$ cat src/rtl/hamming_decoder_pkg.sv
// Shared types, group masks and data-bit layout for the (16,11) SECDED decoder.
// Latency: n/a (package only).
// Backpressure: n/a.
package hamming_decoder_pkg;

    typedef enum logic [2:0] {
        IDLE,
        GET_MSW,
        CALC,
        FIX,
        DONE
    } dec_state_t;

    typedef enum logic [1:0] {
        kOK     = 2'b00,
        kCORR   = 2'b01,
        kUNCORR = 2'b10
    } dec_status_t;

    // Groups 0..3 build syndrome bits 0..3; group 4 covers the whole word for overall parity.
    localparam logic [15:0] kGRP_MASK [5] = '{
        16'hAAAA, 16'hCCCC, 16'hF0F0, 16'hFF00, 16'hFFFF
    };

    localparam logic [3:0] kDATA_POS [11] = '{
        4'd3, 4'd5, 4'd6, 4'd7, 4'd9, 4'd10, 4'd11, 4'd12, 4'd13, 4'd14, 4'd15
    };

    function automatic logic [10:0] extract_data(input logic [15:0] cw);
        logic [10:0] d;
        for (int i = 0; i < 11; i++) begin
            d[i] = cw[kDATA_POS[i]];
        end
        return d;
    endfunction

endpackage

$ cat src/rtl/hamming_decoder_parity_group.sv
// Reduction parity of the codeword bits selected by one group mask.
// Latency: combinational.
// Backpressure: none.
module hamming_decoder_parity_group (
    input  logic [15:0] cw,
    input  logic [15:0] mask,
    output logic        par
);

    assign par = ^(cw & mask);

endmodule

$ cat src/rtl/hamming_decoder.sv
// Byte-serial (16,11) SECDED decoder: one parity group per cycle, then correct and extract.
// Latency: OUT_VALID 6 cycles after the MSW handshake (5 without overall parity).
// Backpressure: IN_READY low from MSW accept until the result is taken; result held while OUT_READY low.
module hamming_decoder
    import hamming_decoder_pkg::*;
#(
    parameter int OVERALL_PARITY = 1
) (
    input  logic        Clk,
    input  logic        Reset,
    input  logic [7:0]  IN_DATA,
    input  logic        IN_VALID,
    output logic        IN_READY,
    output logic [10:0] OUT_DATA,
    output logic [1:0]  OUT_STATUS,
    output logic [3:0]  ERR_POS,
    output logic        OUT_VALID,
    input  logic        OUT_READY
);

    dec_state_t  state;
    logic [15:0] cw;
    logic [3:0]  syn;
    logic        p_all;
    logic [2:0]  grp_k;
    logic [15:0] grp_mask;
    logic        grp_bit;
    logic        last_grp;

    logic        p_eff;
    logic [15:0] fix_cw;
    dec_status_t fix_status;
    logic [3:0]  fix_pos;

    always_comb begin
        grp_mask = 16'h0;
        if (grp_k < 3'd5) begin
            grp_mask = kGRP_MASK[grp_k];
        end
    end

    hamming_decoder_parity_group u_parity_group (
        .cw   (cw),
        .mask (grp_mask),
        .par  (grp_bit)
    );

    // Without the overall-parity group, a nonzero syndrome is always taken as a single error.
    assign last_grp = (OVERALL_PARITY != 0) ? (grp_k == 3'd4) : (grp_k == 3'd3);
    assign p_eff    = (OVERALL_PARITY != 0) ? p_all : (syn != 4'd0);

    always_comb begin
        fix_cw     = cw;
        fix_status = kOK;
        fix_pos    = 4'd0;
        if (p_eff) begin
            fix_cw[syn] = ~cw[syn];
            fix_status  = kCORR;
            fix_pos     = syn;
        end else if (syn != 4'd0) begin
            fix_status = kUNCORR;
        end
    end

    always_ff @(posedge Clk) begin
        if (Reset) begin
            state      <= IDLE;
            cw         <= 16'h0;
            syn        <= 4'd0;
            p_all      <= 1'b0;
            grp_k      <= 3'd0;
            IN_READY   <= 1'b1;
            OUT_VALID  <= 1'b0;
            OUT_DATA   <= 11'd0;
            OUT_STATUS <= kOK;
            ERR_POS    <= 4'd0;
        end else begin
            case (state)
                IDLE: begin
                    if (IN_VALID) begin
                        cw[7:0] <= IN_DATA;
                        state   <= GET_MSW;
                    end
                end
                GET_MSW: begin
                    if (IN_VALID) begin
                        cw[15:8] <= IN_DATA;
                        grp_k    <= 3'd0;
                        syn      <= 4'd0;
                        p_all    <= 1'b0;
                        IN_READY <= 1'b0;
                        state    <= CALC;
                    end
                end
                CALC: begin
                    if (grp_k == 3'd4) begin
                        p_all <= grp_bit;
                    end else begin
                        syn[grp_k[1:0]] <= grp_bit;
                    end
                    if (last_grp) begin
                        state <= FIX;
                    end else begin
                        grp_k <= grp_k + 3'd1;
                    end
                end
                FIX: begin
                    OUT_DATA   <= extract_data(fix_cw);
                    OUT_STATUS <= fix_status;
                    ERR_POS    <= fix_pos;
                    OUT_VALID  <= 1'b1;
                    state      <= DONE;
                end
                DONE: begin
                    if (OUT_READY) begin
                        OUT_VALID <= 1'b0;
                        IN_READY  <= 1'b1;
                        state     <= IDLE;
                    end
                end
                default: begin
                    state <= IDLE;
                end
            endcase
        end
    end

endmodule
$ cat config.mk
export PLATFORM = sky130hd
export DESIGN_NAME = hamming_decoder
export DESIGN_NICKNAME = d
export VERILOG_FILES = /design/src/rtl/hamming_decoder_pkg.sv /design/src/rtl/hamming_decoder_parity_group.sv /design/src/rtl/hamming_decoder.sv
export SDC_FILE = /design/constraint.sdc
export NUM_CORES = 1
export LEC_CHECK = 0
export CAP_MARGIN = 10
export CORE_MARGIN = 1
export CORE_UTILIZATION = 35
export DETAILED_ROUTE_END_ITERATION = 16
export GPL_TIMING_DRIVEN = 0
export HOLD_SLACK_MARGIN = 0.06
export SYNTH_ARGS = -nofsm -noshare
export SYNTH_HDL_FRONTEND = slang
export SYNTH_HIERARCHICAL = 1
export SYNTH_SLANG_ARGS = --single-unit
$ cat constraint.sdc
create_clock -name Clk -period 2.53 [get_ports Clk]
set_clock_uncertainty 0.2 [all_clocks]
set_input_delay 0.506 -clock Clk [delete_from_list [all_inputs] [get_ports Clk]]
set_output_delay 0.506 -clock Clk [all_outputs]
set_load 0.005 [all_outputs]
==> metrics.md, run 1 <==
| Metric | Value |
|---|---|
| Status | complete, but fails checks |
| Failing checks | design-rule violations, negative setup slack |
| Root buf cell | clkbuf_8 |
| Synth cell types | 37 |
| Critical path launch point type | flop |
| Core Rows | 29 |
| CTS tree | built |
| Drt wl/cell | 14.6 um |
| IO Port Bufs | 29 |
| Vias per inst | 5.15 |
| Hold Slack | 0.248 ns |
| HP Class | reg2reg |
| I/O Pins | 31 |
| DRC | 3 |
| Fin crit share | 105% |
| Die Wd | 84.8 um |
| Post-synth top area cell | dfxtp_1 |
| Fmax | 0.377 GHz |
| DRT iter0 DRCs | 131 |
| Seq/Total Area, Yosys | 38.4% |
| Post-DP HPWL | 4.47 mm |
| Core area | 6490 sq um |
| Initial antenna violation count | 0 |
| Final Worst Setup Slack | -0.120 ns |
| Most frequent cells after synthesis | 60 x nand2_1, 46 x dfxtp_1, 33 x a21oi_1 |
| Cell Int Power | 1030 uW |
| Cells after synthesis | 301 |
| Gr ovfl total | 0 |
| Slew headroom | 56.8% |
| Post-DP Area | 2790 sq um |
| Switching power | 413 uW |
| Worst-margin pin slew | 0.646 ns |
| Async SR Flop Fraction | 0% |
| Comb power frac | 14.2% |
| Antenna diode count | 0 |
| DIE AREA | 7190 sq um |
| Largest net degree at the start of global routing | 16 |
| Syn Nets | 320 |
| Worst EP required | 2.51 ns |
| Post-route cell area | 3080 sq um |
| Placed Instances | 407 |
| DRT Pass-1 Iters | 10 |
| Max FO, Critical Path | 6 |
| Clock Latency Late Sink | 0.31 ns |
| Yosys warnings | 6 |
| Area Overhead vs Synth | 28.4% |
| Sequential share of power | 53.0% |
| Switching fraction of total power | 28.5% |
| Ranking of synthesized cells by area | dfxtp_1 38%, nand2_1 9.4%, a21oi_1 6.9%, xnor2_1 5.8%, ha_1 3.6% |
| Number of synthesized flops with an enable pin | 0 |
| Synth top area share | 38.4% |
| Global-route wire length before repair | 9.97 mm |
| Mapped Area | 2400 sq um |
| Non-filler cells, final | 420 |
| P per Cell Area | 470 nW/um^2 |
| Worst Setup End Kind | flop |
| Vias | 2161 |
| CP arrival | 2.63 ns |
| Max Cap Viol | 0 |
| Clock-pin transition on the worst setup and hold timing paths | 0.10 ns |
| Synthesized area per cell | 7.97 sq um |
| Antenna viol nets, final | 0 |
| Final net count | 361 |
| DRT Wirelength | 6.12 mm |
| # hold bufs at CTS | 0 |
| Final Critical Period | 2.65 ns |
| H-tree depth | 2 |
| Vias in the first global route | 2008 |
| Gr usage total | 17.9% |
| Clk sink count | 46 |
| Layout cells sized above 1 | 16.6% |
| Fillers | 638 |
| CTS Buf Count | 5 |
| LEAKAGE | 0.00102 uW |
| Placer Congestion | 0.864 |
| Longest Clk Path Bufs | 2 |
| Worst slack, placed | -0.260 ns |
| Most common cell in the netlist | nand2_1 |
| Clock network fraction of design power | 32.8% |
| Die height | 84.8 um |
| Ys flop type | dfxtp_1 |
| RSZ-0062 raised after global routing | true |
| Starting density of the core | 36.9% |
| Setup Crit Path Kind | reg2reg |
| Flop and latch count out of synthesis | 46 |
| Hold Fails Final Rpt | 0 |
| Max VDD drop | 0.269 mV |
| # setup viols final | 5 |
| Total power | 1450 uW |
| Max-slew violations | 0 |
## sequential cells by signal, indices dropped and copies added, names as in the netlist
| name | count |
|---|---|
| state | 3 |
| IN_READY | 1 |
| OUT_STATUS | 2 |
| p_all | 1 |
| OUT_DATA | 11 |
| syn | 4 |
| ERR_POS | 4 |
| cw | 16 |
| OUT_VALID | 1 |
| grp_k | 3 |
## cells by family (layout without fill, tap and decap cells)
kind of cell / after synthesis / in the layout / share of synthesized area [%]
AND/OR/NAND/NOR: 127 / 127 / 25.8
AO/OA/AOI/OAI: 73 / 73 / 18.7
flip-flops: 46 / 46 / 38.4
buffers and inverters: 26 / 68 / 5.32
XOR/XNOR: 20 / 20 / 7.30
adder cells (fa/ha/maj): 7 / 7 / 3.65
multiplexers: 2 / 2 / 0.834
## critical path, cell delays in order, from the launching register on
cell,delay (ns)
dfxtp_2,0.36
buf_8,0.11
clkinvlp_4,0.20
ha_4,0.23
o21ai_0,0.18
nand2_1,0.10
xnor2_1,0.21
xnor2_1,0.17
xnor2_1,0.16
xnor2_1,0.11
and3b_2,0.27
a21oi_2,0.15
o32ai_2,0.08
## power groups by stage
stage                     clock network (uW)  logic [uW]  registers, uW
after floorplan                            0         125            777
after global placement                     0         183            784
after detailed placement                   0         185            785
after CTS                                481         188            768
after global routing                     521         227            772
final                                    474         206            767
## timing repair
action / 4_1_cts / 5_1_grt
endpoints found under the setup margin: 5 / 5
resized for setup: 12 / 24
pin swaps: 6 / 20
buffers inserted: 3 / 2
## per-stage QoR
step,setup TNS (ns),util [%]
floorplan,0,-
global placement,-1.12,42.9
detailed placement,-1.27,42.9
CTS,-0.133,45.2
global route,-0.999,47.4
finish,-0.512,47.4
## worst paths after layout
kind / start / to / slack (ns) / cells after the start
worst max-delay path: grp_k[0]$_SDFFE_PP0P_ / syn[3]$_SDFFE_PP0P_ / -0.12 / 12
worst min-delay path: IN_READY$_SDFFE_PP1P_ / IN_READY$_SDFFE_PP1P_ / 0.25 / 2
worst max register to register: grp_k[0]$_SDFFE_PP0P_ / syn[3]$_SDFFE_PP0P_ / -0.12 / 12
worst min register to register: IN_READY$_SDFFE_PP1P_ / IN_READY$_SDFFE_PP1P_ / 0.25 / 2
## routing by layer
| layer | wire, um | global-route usage, % | vias to the layer above | share of wire, % |
|---|---|---|---|---|
| met5 | 0 | 0 | - | 0 |
| met4 | 44 | 5.08 | 0 | 0.72 |
| met3 | 301 | 4.13 | 6 | 4.9 |
| met2 | 2950 | 29.8 | 43 | 48 |
| met1 | 2830 | 23.3 | 993 | 46 |
| li1 | - | - | 1119 | - |
## final cells by class
cell class / count / area [sq um] / share of cell area (%)
clock inverters: 3 / 21.3 / 0.690
flip-flops and latches: 46 / 926 / 30.1
clock buffers: 5 / 68.8 / 2.23
repair buffers: 34 / 328 / 10.6
multi-input cells: 229 / 1500 / 48.6
well taps: 77 / 96.3 / 3.13
inverters: 9 / 37.5 / 1.22
plain buffers: 17 / 106 / 3.45
## cell usage in the layout, fill, tap and decap left out, drive strengths merged, types with 2 or more instances in the layout
cell / instances
a211oi: 6
a21o: 4
a21oi: 34
a311oi: 7
and3b: 3
buf: 15
clkbuf: 12
clkdlybuf4s50: 29
clkinv: 2
clkinvlp: 2
dfxtp: 46
ha: 7
inv: 8
mux2i: 2
nand2: 60
nand2b: 6
nand3: 8
nand3b: 3
nor2: 20
nor2b: 3
nor3: 11
o21ai: 13
o31ai: 3
o32ai: 4
or3: 7
or4: 2
xnor2: 16
xor2: 4
Note: power is estimated with default switching activity, not from simulation.
==> inputs of run 2 (changes only) <==
--- a/config.mk
+++ b/config.mk
@@ -6,10 +6,9 @@
 export NUM_CORES = 1
 export LEC_CHECK = 0
 export CAP_MARGIN = 10
-export CORE_MARGIN = 1
+export CORE_MARGIN = 2
 export CORE_UTILIZATION = 35
 export DETAILED_ROUTE_END_ITERATION = 16
-export GPL_TIMING_DRIVEN = 0
 export HOLD_SLACK_MARGIN = 0.06
 export SYNTH_ARGS = -nofsm -noshare
 export SYNTH_HDL_FRONTEND = slang
==> constraint.sdc (replaced) <==
create_clock -name Clk -period 3.2 [get_ports Clk]
set_clock_uncertainty 0.2 [all_clocks]
set_input_delay 0.64 -clock Clk [delete_from_list [all_inputs] [get_ports Clk]]
set_output_delay 0.64 -clock Clk [all_outputs]
set_load 0.005 [all_outputs]
==> run 2 against run 1 <==
  * Via count shrank 5.0%
  * Register-to-register slack gained 0.57 ns
  * Worst setup slack gained 0.57 ns
  * Final cell count shrank 4.3%
  * Sequential power shrank 20%
  * Critical endpoint is now syn[0]$_SDFFE_PP0P_
  * Hold slack lost 0.0023 ns
  * Clock power shrank 6.8%
  * Critical path depth is the same
  * Clock-buffer cell count grew 1
  * Maximum frequency shrank 3.8%
  * The flow now finishes without violations
  * Combinational power shrank 36%
  * Global-route usage shrank 2.4 points
==> metrics.md, run 2 (synthesis gave the netlist of run 1 again) <==
| Metric | Value |
|---|---|
| Fmax | 0.363 GHz (was 0.377 GHz) |
| Die Wd | 86.8 um (was 84.8 um) |
| Layout cells sized above 1 | 4.97% (was 16.6%) |
| Vias per inst | 5.11 (was 5.15) |
| Worst EP required | 3.15 ns (was 2.51 ns) |
| DRC | 0 (was 3) |
| DRT iter0 DRCs | 120 (was 131) |
| H-tree depth | 2 (unchanged) |
| Final net count | 341 (was 361) |
| Hold wc startpoint | IN_READY$_SDFFE_PP1P_ (unchanged) |
| Fillers | 702 (was 638) |
| Global-route wire length before repair | 9.32 mm (was 9.97 mm) |
| Initial antenna violation count | 0 (unchanged) |
| Clk sink count | 46 (unchanged) |
| CP arrival | 2.71 ns (was 2.63 ns) |
| Vias | 2053 (was 2161) |
| # setup viols final | 0 (was 5) |
| LEAKAGE | 0.000908 uW (was 0.00102 uW) |
| Reg2Reg Depth | 12 (unchanged) |
| Total power | 1180 uW (was 1450 uW) |
| Max-slew violations | 0 (unchanged) |
| Root buf cell | clkbuf_8 (unchanged) |
| Longest Clk Path Bufs | 2 (unchanged) |
| Worst-margin pin slew | 0.948 ns (was 0.646 ns) |
| I/O Pins | 31 (unchanged) |
| DRT Wirelength | 5.39 mm (was 6.12 mm) |
| R2r setup slk | 0.45 ns (was -0.12 ns) |
| Critical path launch point type | flop (unchanged) |
| Worst setup path start | grp_k[1]$_SDFFE_PP0P_ (was grp_k[0]$_SDFFE_PP0P_) |
| Gr ovfl total | 0 (unchanged) |
| Drt wl/cell | 13.4 um (was 14.6 um) |
| RSZ-0062 raised after global routing | false (was true) |
| Max VDD drop | 0.163 mV (was 0.269 mV) |
| Worst slack, placed | 0.473 ns (was -0.260 ns) |
| Placer Congestion | 0.828 (was 0.864) |
| Gr usage total | 15.6% (was 17.9%) |
| Max FO, Critical Path | 9 (was 6) |
| Fin crit share | 86.1% (was 105%) |
| Core area | 6720 sq um (was 6490 sq um) |
| Post-DP HPWL | 3.95 mm (was 4.47 mm) |
| Setup Crit Path Kind | reg2reg (unchanged) |
| # hold bufs at CTS | 0 (unchanged) |
| Hold-critical path endpoint | IN_READY$_SDFFE_PP1P_ (unchanged) |
| Status | finished, final reports clean (was complete, but fails checks) |
| DRT Pass-1 Iters | 4 (was 10) |
| Hold path cells | 2 (unchanged) |
| IO Port Bufs | 30 (was 29) |
| Post-CTS Setup Bufs | 0 (was 3) |
| Largest net degree at the start of global routing | 55 (was 16) |
| Post-Route Utilization | 42.0% (was 47.4%) |
| CTS-repair resized insts | 0 (was 12) |
| Clock Latency Late Sink | 0.30 ns (was 0.31 ns) |
| Max reg flops | 16 (unchanged) |
| HP Class | reg2reg (unchanged) |
| Clock-pin transition on the worst setup and hold timing paths | 0.08 ns (was 0.10 ns) |
| Final Worst Setup Slack | 0.446 ns (was -0.120 ns) |
| Biggest regs | cw: 16 flops, OUT_DATA: 11 flops (unchanged) |
| Final Critical Period | 2.75 ns (was 2.65 ns) |
| DIE AREA | 7540 sq um (was 7190 sq um) |
| Antenna diode count | 0 (unchanged) |
| Area of the multi-input gates | 1350 sq um (was 1500 sq um) |
| Worst reg2reg endpoint | syn[0]$_SDFFE_PP0P_ (was syn[3]$_SDFFE_PP0P_) |
| Vias in the first global route | 1956 (was 2008) |
| Setup_tns | 0 ns (was -0.512 ns) |
| Slew headroom | 36.8% (was 56.8%) |
| Starting density of the core | 35.7% (was 36.9%) |
| P per Cell Area | 419 nW/um^2 (was 470 nW/um^2) |
| Post-DP Area | 2710 sq um (was 2790 sq um) |
| Die height | 86.8 um (was 84.8 um) |
| Most frequent cells in the layout | 60 x nand2_1, 46 x dfxtp_1, 33 x a21oi_1, 29 x clkdlybuf4s50_1, 20 x nor2_1 (was 59 x nand2_1, 44 x dfxtp_1, 29 x clkdlybuf4s50_1, 28 x a21oi_1, 20 x nor2_1) |
| RR Startpoint | grp_k[1]$_SDFFE_PP0P_ (was grp_k[0]$_SDFFE_PP0P_) |
| Most common cell after layout, fill and taps aside | nand2_1 (unchanged) |
| Core Rows | 30 (was 29) |
| Register Area | 921 sq um (was 926 sq um) |
| Hold Fails Final Rpt | 0 (unchanged) |
| CTS tree | built (unchanged) |
| Max Cap Viol | 0 (unchanged) |
| Worst Setup End Kind | flop (unchanged) |
| Most flop-heavy register | cw (unchanged) |
| CTS Buf Count | 5 (unchanged) |
| Antenna viol nets, final | 0 (unchanged) |
| Area Overhead vs Synth | 17.6% (was 28.4%) |
| Post-route cell area | 2820 sq um (was 3080 sq um) |
-- run 2: cell types whose count changed in the layout (fill, tap and decap cells not counted), moves of 4 or more --
cell / previous run / this run
a21oi_2: 6 / 1
clkbuf_1: 6 / 0
buf_4: 10 / 1
o32ai_2: 4 / 0
a21oi_1: 28 / 33
o32ai_1: 0 / 4
-- run 2: cell type report --
class,count,area share [%]
Multi-Input combinational cell,229,47.9
Sequential cell,46,32.6
Timing Repair Buffer,31,10.7
Tap cell,80,3.55
Clock buffer,6,2.93
Inverter,9,1.20
Clock inverter,1,1.06
-- run 2: through the flow --
stage	std cells	hold WS, ns
global placement	395	0.229
CTS	402	0.258
floorplan	301	0.235
global route	402	0.283
finish	402	0.246
detailed placement	395	0.244
-- run 2: worst max-delay path, cell delays in order, from the launching register on --
cell	delay, ns
dfxtp_1	0.53
inv_1	0.20
nand3_1	0.23
inv_1	0.13
a21o_1	0.17
nand2_1	0.06
xor2_1	0.16
xnor2_1	0.17
xnor2_1	0.18
xnor2_1	0.10
and3b_1	0.23
a21oi_1	0.15
o32ai_1	0.10
-- run 2: worst max path at each step --
stage	end	slack [ns]	cells after the start
after floorplan	p_all$_SDFFE_PP0P_	0.60	12
after global placement	syn[0]$_SDFFE_PP0P_	0.51	11
after detailed placement	syn[1]$_SDFFE_PP0P_	0.47	11
after CTS	syn[1]$_SDFFE_PP0P_	0.45	11
after global routing	syn[0]$_SDFFE_PP0P_	0.12	12
final	syn[0]$_SDFFE_PP0P_	0.45	12
-- run 2: routing by layer --
layer / share of wire, % / vias to the layer above / track usage [%]
met2: 45 / 36 / 25.0
met1: 49 / 928 / 21.3
li1: - / 1083 / -
met5: 0 / - / 0
met4: 1.0 / 0 / 3.84
met3: 4.1 / 6 / 3.24
-- run 2: where the power goes --
part	internal (uW)	total [uW]	switching [uW]	leakage [uW]
combinational	60.6	131	70.3	0.000478
sequential	590	610	20.1	0.000373
clock	250	442	192	0.0000573
total	901	1180	283	0.000908
==> inputs of run 3 (changes only) <==
--- a/config.mk
+++ b/config.mk
@@ -10,6 +10,7 @@
 export CORE_UTILIZATION = 35
 export DETAILED_ROUTE_END_ITERATION = 16
 export HOLD_SLACK_MARGIN = 0.06
+export SKIP_CTS_REPAIR_TIMING = 1
 export SYNTH_ARGS = -nofsm -noshare
 export SYNTH_HDL_FRONTEND = slang
 export SYNTH_HIERARCHICAL = 1
==> results of run 3 <==
Same layout as run 2: the final DEF is identical, and so are final timing and power.
